$ cat src/rtl/r7_mon_pkg.sv
// ---------------------------------------------------------------------------
// r7_mon_pkg
// Shared definitions for the r7 UART monitor: snapshot entry width, bytes per
// UART frame, the serializer state encoding and the frame byte selector.
// Optional build macro: R7_MON_PARITY_EN (adds the PARITY state).
// ---------------------------------------------------------------------------
package r7_mon_pkg;

    localparam int unsigned ENTRY_W         = 21;
    localparam int unsigned BYTES_PER_FRAME = 3;

`ifdef R7_MON_PARITY_EN
    typedef enum logic [2:0] {
        IDLE, START, DATA, PARITY, STOP
    } tx_state_t;
`else
    typedef enum logic [1:0] {
        IDLE, START, DATA, STOP
    } tx_state_t;
`endif

    // Snapshot layout is {pc[4:0], r7[15:0]}; frame order is pc, r7 high, r7 low.
    function automatic logic [7:0] frame_byte(input logic [ENTRY_W-1:0] entry,
                                              input logic [1:0]         idx);
        case (idx)
            2'd0:    frame_byte = {3'b000, entry[20:16]};
            2'd1:    frame_byte = entry[15:8];
            default: frame_byte = entry[7:0];
        endcase
    endfunction

endpackage

$ cat src/rtl/r7_uart_monitor_sync_fifo.sv
// ---------------------------------------------------------------------------
// sync_fifo
// Single-clock circular-buffer FIFO with show-ahead read data.
// Ports:
//   clock, reset      rising-edge clock, synchronous active-high reset
//   i_push, i_din     write request / data (dropped when full unless popping)
//   i_pop             read request (caller never pops when empty)
//   o_dout            head entry
//   o_full, o_empty   status flags
//   o_count           entries held, 0..DEPTH
// DEPTH must be a power of 2 so the pointers wrap naturally.
// ---------------------------------------------------------------------------
module sync_fifo #(
    parameter int unsigned WIDTH = 8,
    parameter int unsigned DEPTH = 8
) (
    input  logic                       clock,
    input  logic                       reset,
    input  logic                       i_push,
    input  logic [WIDTH-1:0]           i_din,
    input  logic                       i_pop,
    output logic [WIDTH-1:0]           o_dout,
    output logic                       o_full,
    output logic                       o_empty,
    output logic [$clog2(DEPTH):0]     o_count
);

    localparam int unsigned AW = (DEPTH > 1) ? $clog2(DEPTH) : 1;
    localparam logic [AW:0] FULL_CNT = (AW+1)'(DEPTH);

    logic [WIDTH-1:0] r_mem [DEPTH];
    logic [AW-1:0]    r_wr_ptr;
    logic [AW-1:0]    r_rd_ptr;
    logic [AW:0]      r_count;
    logic             w_push_ok;
    logic             w_pop_ok;

    assign o_full    = (r_count == FULL_CNT);
    assign o_empty   = (r_count == '0);
    assign o_count   = r_count;
    assign o_dout    = r_mem[r_rd_ptr];

    // A simultaneous pop frees the slot, so a push into a full FIFO succeeds.
    assign w_push_ok = i_push && (!o_full || i_pop);
    assign w_pop_ok  = i_pop && !o_empty;

    always_ff @(posedge clock) begin
        if (w_push_ok) begin
            r_mem[r_wr_ptr] <= i_din;
        end
    end

    always_ff @(posedge clock) begin
        if (reset) begin
            r_wr_ptr <= '0;
            r_rd_ptr <= '0;
            r_count  <= '0;
        end else begin
            if (w_push_ok) r_wr_ptr <= r_wr_ptr + 1'b1;
            if (w_pop_ok)  r_rd_ptr <= r_rd_ptr + 1'b1;
            case ({w_push_ok, w_pop_ok})
                2'b10:   r_count <= r_count + 1'b1;
                2'b01:   r_count <= r_count - 1'b1;
                default: r_count <= r_count;
            endcase
        end
    end

endmodule

$ cat src/rtl/r7_uart_monitor.sv
// ---------------------------------------------------------------------------
// r7_uart_monitor
// Observes the core's r7 register; on every value change a {pc, r7} snapshot
// is queued and later sent as a 3-byte UART frame (LSB first, idle high).
// Ports:
//   clock, reset   rising-edge clock, synchronous active-high reset
//   r7_data        core r7 value
//   pc_in          core PC
//   tx             UART line
//   busy           frame in progress
//   overflow       sticky: a snapshot was dropped on a full FIFO
//   fifo_count     snapshots queued
// Build macro R7_MON_PARITY_EN adds an even-parity bit per byte (8E1).
// ---------------------------------------------------------------------------
module r7_uart_monitor
    import r7_mon_pkg::*;
#(
    parameter int unsigned CLKS_PER_BIT = 868,
    parameter int unsigned DEPTH        = 8
) (
    input  logic                   clock,
    input  logic                   reset,
    input  logic [15:0]            r7_data,
    input  logic [4:0]             pc_in,
    output logic                   tx,
    output logic                   busy,
    output logic                   overflow,
    output logic [$clog2(DEPTH):0] fifo_count
);

    localparam int unsigned TW = (CLKS_PER_BIT > 1) ? $clog2(CLKS_PER_BIT) : 1;
    localparam logic [TW-1:0] BIT_LAST  = TW'(CLKS_PER_BIT - 1);
    localparam logic [1:0]    BYTE_LAST = 2'(BYTES_PER_FRAME - 1);

    tx_state_t          r_state;
    logic [15:0]        r_r7_prev;
    logic               r_overflow;
    logic               r_tx;
    logic               r_busy;
    logic [TW-1:0]      r_timer;
    logic [2:0]         r_bit_idx;
    logic [1:0]         r_byte_idx;
    logic [7:0]         r_shift;
    logic [ENTRY_W-1:0] r_hold;

    logic               w_push;
    logic               w_pop;
    logic               w_full;
    logic               w_empty;
    logic [ENTRY_W-1:0] w_head;
    logic               w_bit_end;

    assign w_push    = (r7_data != r_r7_prev);
    assign w_pop     = (r_state == IDLE) && !w_empty;
    assign w_bit_end = (r_timer == BIT_LAST);

    sync_fifo #(
        .WIDTH (ENTRY_W),
        .DEPTH (DEPTH)
    ) u_fifo (
        .clock   (clock),
        .reset   (reset),
        .i_push  (w_push),
        .i_din   ({pc_in, r7_data}),
        .i_pop   (w_pop),
        .o_dout  (w_head),
        .o_full  (w_full),
        .o_empty (w_empty),
        .o_count (fifo_count)
    );

    // r7_prev tracks every change, including ones whose push is dropped.
    always_ff @(posedge clock) begin
        if (reset) begin
            r_r7_prev  <= '0;
            r_overflow <= 1'b0;
        end else begin
            r_r7_prev <= r7_data;
            if (w_push && w_full && !w_pop) r_overflow <= 1'b1;
        end
    end

    // The shift register rotates rather than shifts so that after the 8 data
    // bits it holds the original byte again; ^r_shift is its parity throughout.
    always_ff @(posedge clock) begin
        if (reset) begin
            r_state    <= IDLE;
            r_tx       <= 1'b1;
            r_busy     <= 1'b0;
            r_timer    <= '0;
            r_bit_idx  <= '0;
            r_byte_idx <= '0;
            r_shift    <= '0;
            r_hold     <= '0;
        end else begin
            case (r_state)
                IDLE: begin
                    if (w_pop) begin
                        r_hold     <= w_head;
                        r_byte_idx <= 2'd0;
                        r_shift    <= frame_byte(w_head, 2'd0);
                        r_timer    <= '0;
                        r_tx       <= 1'b0;
                        r_busy     <= 1'b1;
                        r_state    <= START;
                    end
                end
                START: begin
                    if (w_bit_end) begin
                        r_timer   <= '0;
                        r_bit_idx <= '0;
                        r_tx      <= r_shift[0];
                        r_state   <= DATA;
                    end else begin
                        r_timer <= r_timer + 1'b1;
                    end
                end
                DATA: begin
                    if (w_bit_end) begin
                        r_timer <= '0;
                        r_shift <= {r_shift[0], r_shift[7:1]};
                        if (r_bit_idx == 3'd7) begin
`ifdef R7_MON_PARITY_EN
                            r_tx    <= ^r_shift;
                            r_state <= PARITY;
`else
                            r_tx    <= 1'b1;
                            r_state <= STOP;
`endif
                        end else begin
                            r_bit_idx <= r_bit_idx + 1'b1;
                            r_tx      <= r_shift[1];
                        end
                    end else begin
                        r_timer <= r_timer + 1'b1;
                    end
                end
`ifdef R7_MON_PARITY_EN
                PARITY: begin
                    if (w_bit_end) begin
                        r_timer <= '0;
                        r_tx    <= 1'b1;
                        r_state <= STOP;
                    end else begin
                        r_timer <= r_timer + 1'b1;
                    end
                end
`endif
                STOP: begin
                    if (w_bit_end) begin
                        r_timer <= '0;
                        if (r_byte_idx != BYTE_LAST) begin
                            r_byte_idx <= r_byte_idx + 1'b1;
                            r_shift    <= frame_byte(r_hold, r_byte_idx + 2'd1);
                            r_tx       <= 1'b0;
                            r_state    <= START;
                        end else begin
                            r_busy  <= 1'b0;
                            r_state <= IDLE;
                        end
                    end else begin
                        r_timer <= r_timer + 1'b1;
                    end
                end
                default: begin
                    r_tx    <= 1'b1;
                    r_busy  <= 1'b0;
                    r_timer <= '0;
                    r_state <= IDLE;
                end
            endcase
        end
    end

    assign tx       = r_tx;
    assign busy     = r_busy;
    assign overflow = r_overflow;

endmodule
$ cat config.mk
export PLATFORM = sky130hd
export DESIGN_NAME = r7_uart_monitor
export DESIGN_NICKNAME = d
export VERILOG_FILES = /design/src/rtl/r7_mon_pkg.sv /design/src/rtl/r7_uart_monitor_sync_fifo.sv /design/src/rtl/r7_uart_monitor.sv
export SDC_FILE = /design/constraint.sdc
export NUM_CORES = 1
export LEC_CHECK = 0
export BUFFER_PORTS_ARGS = -buffer_cell sky130_fd_sc_hd__buf_2
export CAP_MARGIN = 15
export CORE_ASPECT_RATIO = 0.8
export CORE_UTILIZATION = 60
export CTS_CLUSTER_SIZE = 12
export DETAILED_ROUTE_END_ITERATION = 8
export PLACE_DENSITY = 0.77
export SLEW_MARGIN = 20
export SYNTH_ARGS = -nofsm -noshare
export SYNTH_HDL_FRONTEND = slang
export SYNTH_SLANG_ARGS = --single-unit
$ cat constraint.sdc
create_clock -name clock -period 4.9 [get_ports clock]
set_input_delay 0.735 -clock clock [delete_from_list [all_inputs] [get_ports clock]]
set_output_delay 0.735 -clock clock [all_outputs]
set_load 0.005 [all_outputs]
After elaboration in Yosys (flattened, before gate mapping) --
Memories as Yosys holds them, arrays and structs flattened. A register that Yosys moved wholly into a read port is not among the register bits. Cells that the tools add are included. Widths: inputs -> output; s select.
Storage, ports and cells: bits in registers 75, memory bits (writable) 168, input port bits 23, output and inout bits 7, word-level logic and storage cells 104, memories kept 1
Operators by class: add/sub/neg operators 7, eq/ne operators 19, multiplexer cells 40, reduce and logical (&&, ||, !) cells 24
Memory list:
- u_fifo.r_mem | depth 8, bits a word 21, read ports 1, clocked after Yosys merged registers in 1, write ports 1, line r7_uart_monitor_sync_fifo.sv:31 | logic [WIDTH-1:0] r_mem [DEPTH];
Operator list (count):
- $mux 8 | 4
- $pmux 8 s3 | 1
- $mux 10 | 2
- $pmux 10 s2 | 1
- $mux 2 | 8
- $ne 16x16->1 | 1
- $ne 2x2->1 const B | 8
- $pmux 8 s2 | 1
- $mux 3 | 5
- $reduce_and 5->1 | 3
- $mux 1 | 12
- $reduce_and 4->1 | 3
- $add 10x1->10 const B | 1
- $eq 10x10->1 const B | 1
- $add 3x1->3 const B | 3
- $pmux 2 s4 | 1
- $pmux 4 s2 | 1
- $eq 2x1->1 const B | 3
- $eq 2x2->1 const B | 3
- $pmux 3 s2 | 1
- $reduce_bool 2->1 | 3
- $logic_and 1x1->1 | 5
- $add 4x1->4 const B | 1
- $eq 4x4->1 const B | 1
- other kinds (14) | 17

Longest topological paths before layout --
word-level depth 7, gate-level depth with buffers 13

Modules after synthesis --
From an unflattened synthesis, not the netlist that was laid out.
Second synthesis, totals: cells, all modules 679, area, all modules 10055.9 µm²
Modules (own cells, without submodules):
- sync_fifo | instances 1, cells each 316, area an instance 6961.7 µm², seq. area each 5305.1 µm²
- r7_uart_monitor | instances 1, cells each 363, area an instance 3094.2 µm², seq. area each 1301.2 µm²

Worst setup path before layout --
Ideal clock, no wire load.
kind input to register, start point input port r7_data[12], end point memory u_fifo.r_mem[2][0] (netlist name) (enable), arrival time 3.648 ns, setup slack 0.792 ns, stages 6, path buffers 0, cell sequence xor2_1 nor4_1 nand4_1 and2_1 inv_1 nor4b_1
On the way: word-level cells in the longest chain between the ends 4
Ends and longest elaborated chain:
- start: declaration | line r7_uart_monitor.sv:23 | input logic [15:0] r7_data,
- $ne 16x16->1 | line r7_uart_monitor.sv:53 | assign w_push = (r7_data != r_r7_prev);
- $logic_and 1x1->1 | line r7_uart_monitor_sync_fifo.sv:44 | assign w_push_ok = i_push && (!o_full || i_pop);
- $mux 1 | line r7_uart_monitor_sync_fifo.sv:48 | if (w_push_ok) begin
- $mux 1 (not written as such) | line r7_uart_monitor_sync_fifo.sv:49 | r_mem[r_wr_ptr] <= i_din;
- end: declaration | line r7_uart_monitor_sync_fifo.sv:31
No other way between the ends.

Worst setup path in the final report --
start point input port r7_data[14], end point register u_fifo.r_count[2] (netlist: u_fifo.o_count[2])
On the way: word-level cells in the longest chain between the ends 4, elaborated cells between the ends (all ways) 6, classes of those cells eq/ne: 3; mux: 1; reduce/logical: 2
Ends and longest elaborated chain:
- $ne 16x16->1 (*) | line r7_uart_monitor.sv:53
- $logic_and 1x1->1 (*) | line r7_uart_monitor_sync_fifo.sv:44
- $eq 2x1->1 / $eq 2x2->1 (equally long branches) | line r7_uart_monitor_sync_fifo.sv:61 | case ({w_push_ok, w_pop_ok})
- $pmux 4 s2 / $reduce_bool 2->1 (equally long branches)
- end signal: assignment | line r7_uart_monitor_sync_fifo.sv:62 | 2'b10: r_count <= r_count + 1'b1;
- end signal: assignment | line r7_uart_monitor_sync_fifo.sv:63 | 2'b01: r_count <= r_count - 1'b1;
- end signal: assignment | line r7_uart_monitor_sync_fifo.sv:64 | default: r_count <= r_count;
- end: declaration | line r7_uart_monitor_sync_fifo.sv:34 | logic [AW:0] r_count;
Mark *: on every way between the ends. The rest lies on a longest branch, timed or not. A chain may end at the register's enable or synchronous reset.

==> impl_metrics.tcl <==
set metrics [dict create \
    crit_fanout 10 \
    synth_edf_count 168 \
    yosysUniqueCellTypes 52 \
    worstMarginPinSlew_ps 1030 \
    area_growth_pct 12.0 \
    finalNetCount 701 \
    crit_type "in2reg" \
    drc 0 \
    final_cell_mix "168 x edfxtp_1, 75 x dfxtp_1, 61 x nor2_1" \
    start_kind "input port" \
    die_h_um 117 \
    drive_gt1_frac 0.203 \
    relSlewSlack 0.308 \
    power.leakage_nw 3.73 \
    max_cap_viol_count 0 \
    rsz0062_at_grt "false" \
    cpPeakStageDelay_ps 600 \
    ys_seq_elements 246 \
    clk_path_buf_depth 3 \
    synth_cells 625 \
    grt_pass1_wl_mm 29.0 \
    avgSynthCellArea_um2 15.7 \
    combPwrFrac 0.223 \
    status "finished, final reports clean" \
    finalCritPeriodShare 0.718 \
    antenna_found_initial 0 \
    grt_start_max_net_pins 71 \
    clk-insertion-delay-late_ps 530 \
    synthArstFlopShare 0 \
    viasPerCell 5.93 \
    ys_seq_area_frac 0.672 \
    first_pass_iters 7 \
    syn_nets 664 \
    required_ps 5360 \
    fmax_mhz 284 \
    post_drt_wl_per_cell_um 20.8 \
    cts-resized-gates 0 \
    hold_ws_ps 466 \
    p_int_mw 4.06 \
    holdBufCountCts 0 \
    end_kind "flop" \
    io_buffers 29 \
    hpwl_mm 11.4 \
    die_area_um2 16900 \
    finalMaxSlewViolations 0 \
    root_buffer "clkbuf_16" \
    dr_total_vias 5315 \
    path_buf_inv 2 \
    grt_overflow 0 \
    clkSlewWorstSetupHoldPaths_ps 60 \
    clkPwrFrac 0.317 \
    postCtsSetupBuffers 0 \
    swShare 0.288 \
    tns_ps 0 \
    setup_violations 0 \
    layout_commonest_cell "edfxtp_1" \
    power.total_mw 5.70 \
    finalWirelength_mm 18.6 \
    place.gp.congestion 0.789 \
    track_usage 0.227 \
    cpMostUsedCell "xor2_1" \
    ir_drop_mv 0.373 \
    finish.utilization 0.693 \
    cts_buffers 25 \
    cts_tree "done" \
    fin_crit_ps 3520 \
    die_w_um 145 \
    io_pins 30 \
    first_global_vias 5312 \
    hold_class "in2reg" \
    diodes 0 \
    syn-cell-area_um2 9840 \
    seq_power_share 0.460 \
    cp_cell_sequence "buf_2 -> xor2_1 -> nor4_1 -> nand4_1 -> and2_1 -> inv_1 -> ha_1 -> xor2_1 -> ha_1 -> a21oi_1 -> xor2_1 -> or3_1 -> a21oi_1" \
    drt_iter0_drc 458 \
    synthFlopType "edfxtp_1" \
    num_rows 41 \
    fin_skew_ps 10.6 \
    cp_slowest_cell "nor4_1" \
    switching_power_mw 1.64 \
    hold_viol 0 \
    cp.arrival_ps 3980 \
    cp_top_family "simple AND/OR/NAND/NOR gates" \
    synth_warnings 0 \
    drtAntennaViolNets 0 \
    fp.coreArea_um2 15900 \
    clock_sinks 246 \
    power.density_nw_per_um2 517 \
    start_util 0.619 \
    htree_levels 1 \
]
[through the flow]
step | worst slack, ps | cell area, µm² | cells
after floorplan | 792 | 9840 | 625
after global placement | 966 | 10200 | 850
after detailed placement | 896 | 10200 | 850
after CTS | 1410 | 11000 | 896
after global routing | 1100 | 11000 | 896
final | 1380 | 11000 | 896
[per-layer routing]
layer	vias up	wire length, µm	global-route usage
met5	-	0	0
met4	0	387	0.0646
met3	32	865	0.0371
met2	142	9130	0.391
met1	2663	8250	0.303
li1	2478	-	-
[state kept, by name, summed over array words and instances, names as in the netlist, named ones only]
signal           count
busy                 1
r_shift              8
r_byte_idx           2
overflow             1
r_hold              21
r_timer             10
tx                   1
u_fifo.r_rd_ptr      3
r_r7_prev           16
u_fifo.r_wr_ptr      3
r_state              2
u_fifo.o_count       4
u_fifo.r_mem       168
r_bit_idx            3
[area by class of cell]
| cell class | count | area (µm²) |
|---|---|---|
| repair buffers | 43 | 250 |
| inverters | 5 | 18.8 |
| clock inverters | 3 | 53.8 |
| flip-flops and latches | 246 | 6610 |
| multi-input cells | 341 | 3090 |
| fillers | 1027 | 4890 |
| well taps | 215 | 269 |
| clock buffers | 43 | 723 |
[cell families (layout without fill, tap and decap cells)]
kind of cell | after synthesis | count (layout) | share of synthesized area
AO/OA/AOI/OAI | 72 | 72 | 0.0546
XOR/XNOR | 30 | 30 | 0.0267
adder cells (fa/ha/maj) | 16 | 16 | 0.0204
buffers and inverters | 38 | 94 | 0.0202
flip-flops | 246 | 246 | 0.672
multiplexers | 71 | 71 | 0.126
AND/OR/NAND/NOR | 152 | 152 | 0.0808
[path summary, 6_finish.rpt]
path	start	to	slack, ps	cells past startpoint
max	r7_data[14]	u_fifo.o_count[2]$_SDFFE_PP0P_	1380	13
min	pc_in[2]	u_fifo.r_mem[3][18]$_DFFE_PP_	470	1
max reg2reg	r_r7_prev[14]$_SDFF_PP0_	u_fifo.o_count[2]$_SDFFE_PP0P_	1430	12
min reg2reg	tx$_SDFFE_PP1P_	tx$_SDFFE_PP1P_	480	1
[power by group through the flow]
stage / Sequential (mW) / Combinational (mW) / Clock, mW
2_1_floorplan: 2.59 / 1.07 / 0
3_3_place_gp: 2.65 / 1.23 / 0
3_5_place_dp: 2.66 / 1.26 / 0
4_1_cts: 2.62 / 1.28 / 1.83
5_1_grt: 2.65 / 1.41 / 1.91
6_report: 2.62 / 1.27 / 1.81
[Yosys cell counts (4+ instances only)]
cell	count	share of area
a211oi_1	28	0.021
a21oi_1	6	0.0031
a221oi_1	4	0.0036
a22oi_1	6	0.0046
and2_1	5	0.0032
buf_2	9	0.0046
clkbuf_1	15	0.0057
dfxtp_1	78	0.16
edfxtp_1	168	0.51
ha_1	16	0.020
inv_1	5	0.0019
mux2i_1	28	0.028
mux4_2	42	0.096
nand2_1	16	0.0061
nand2b_1	7	0.0045
nand3_1	7	0.0036
nand4_1	6	0.0038
nor2_1	62	0.024
nor2b_1	21	0.013
nor4_1	7	0.0045
o21ai_0	13	0.0066
xor2_1	27	0.024
No activity file was read; power rests on OpenSTA's default activity.
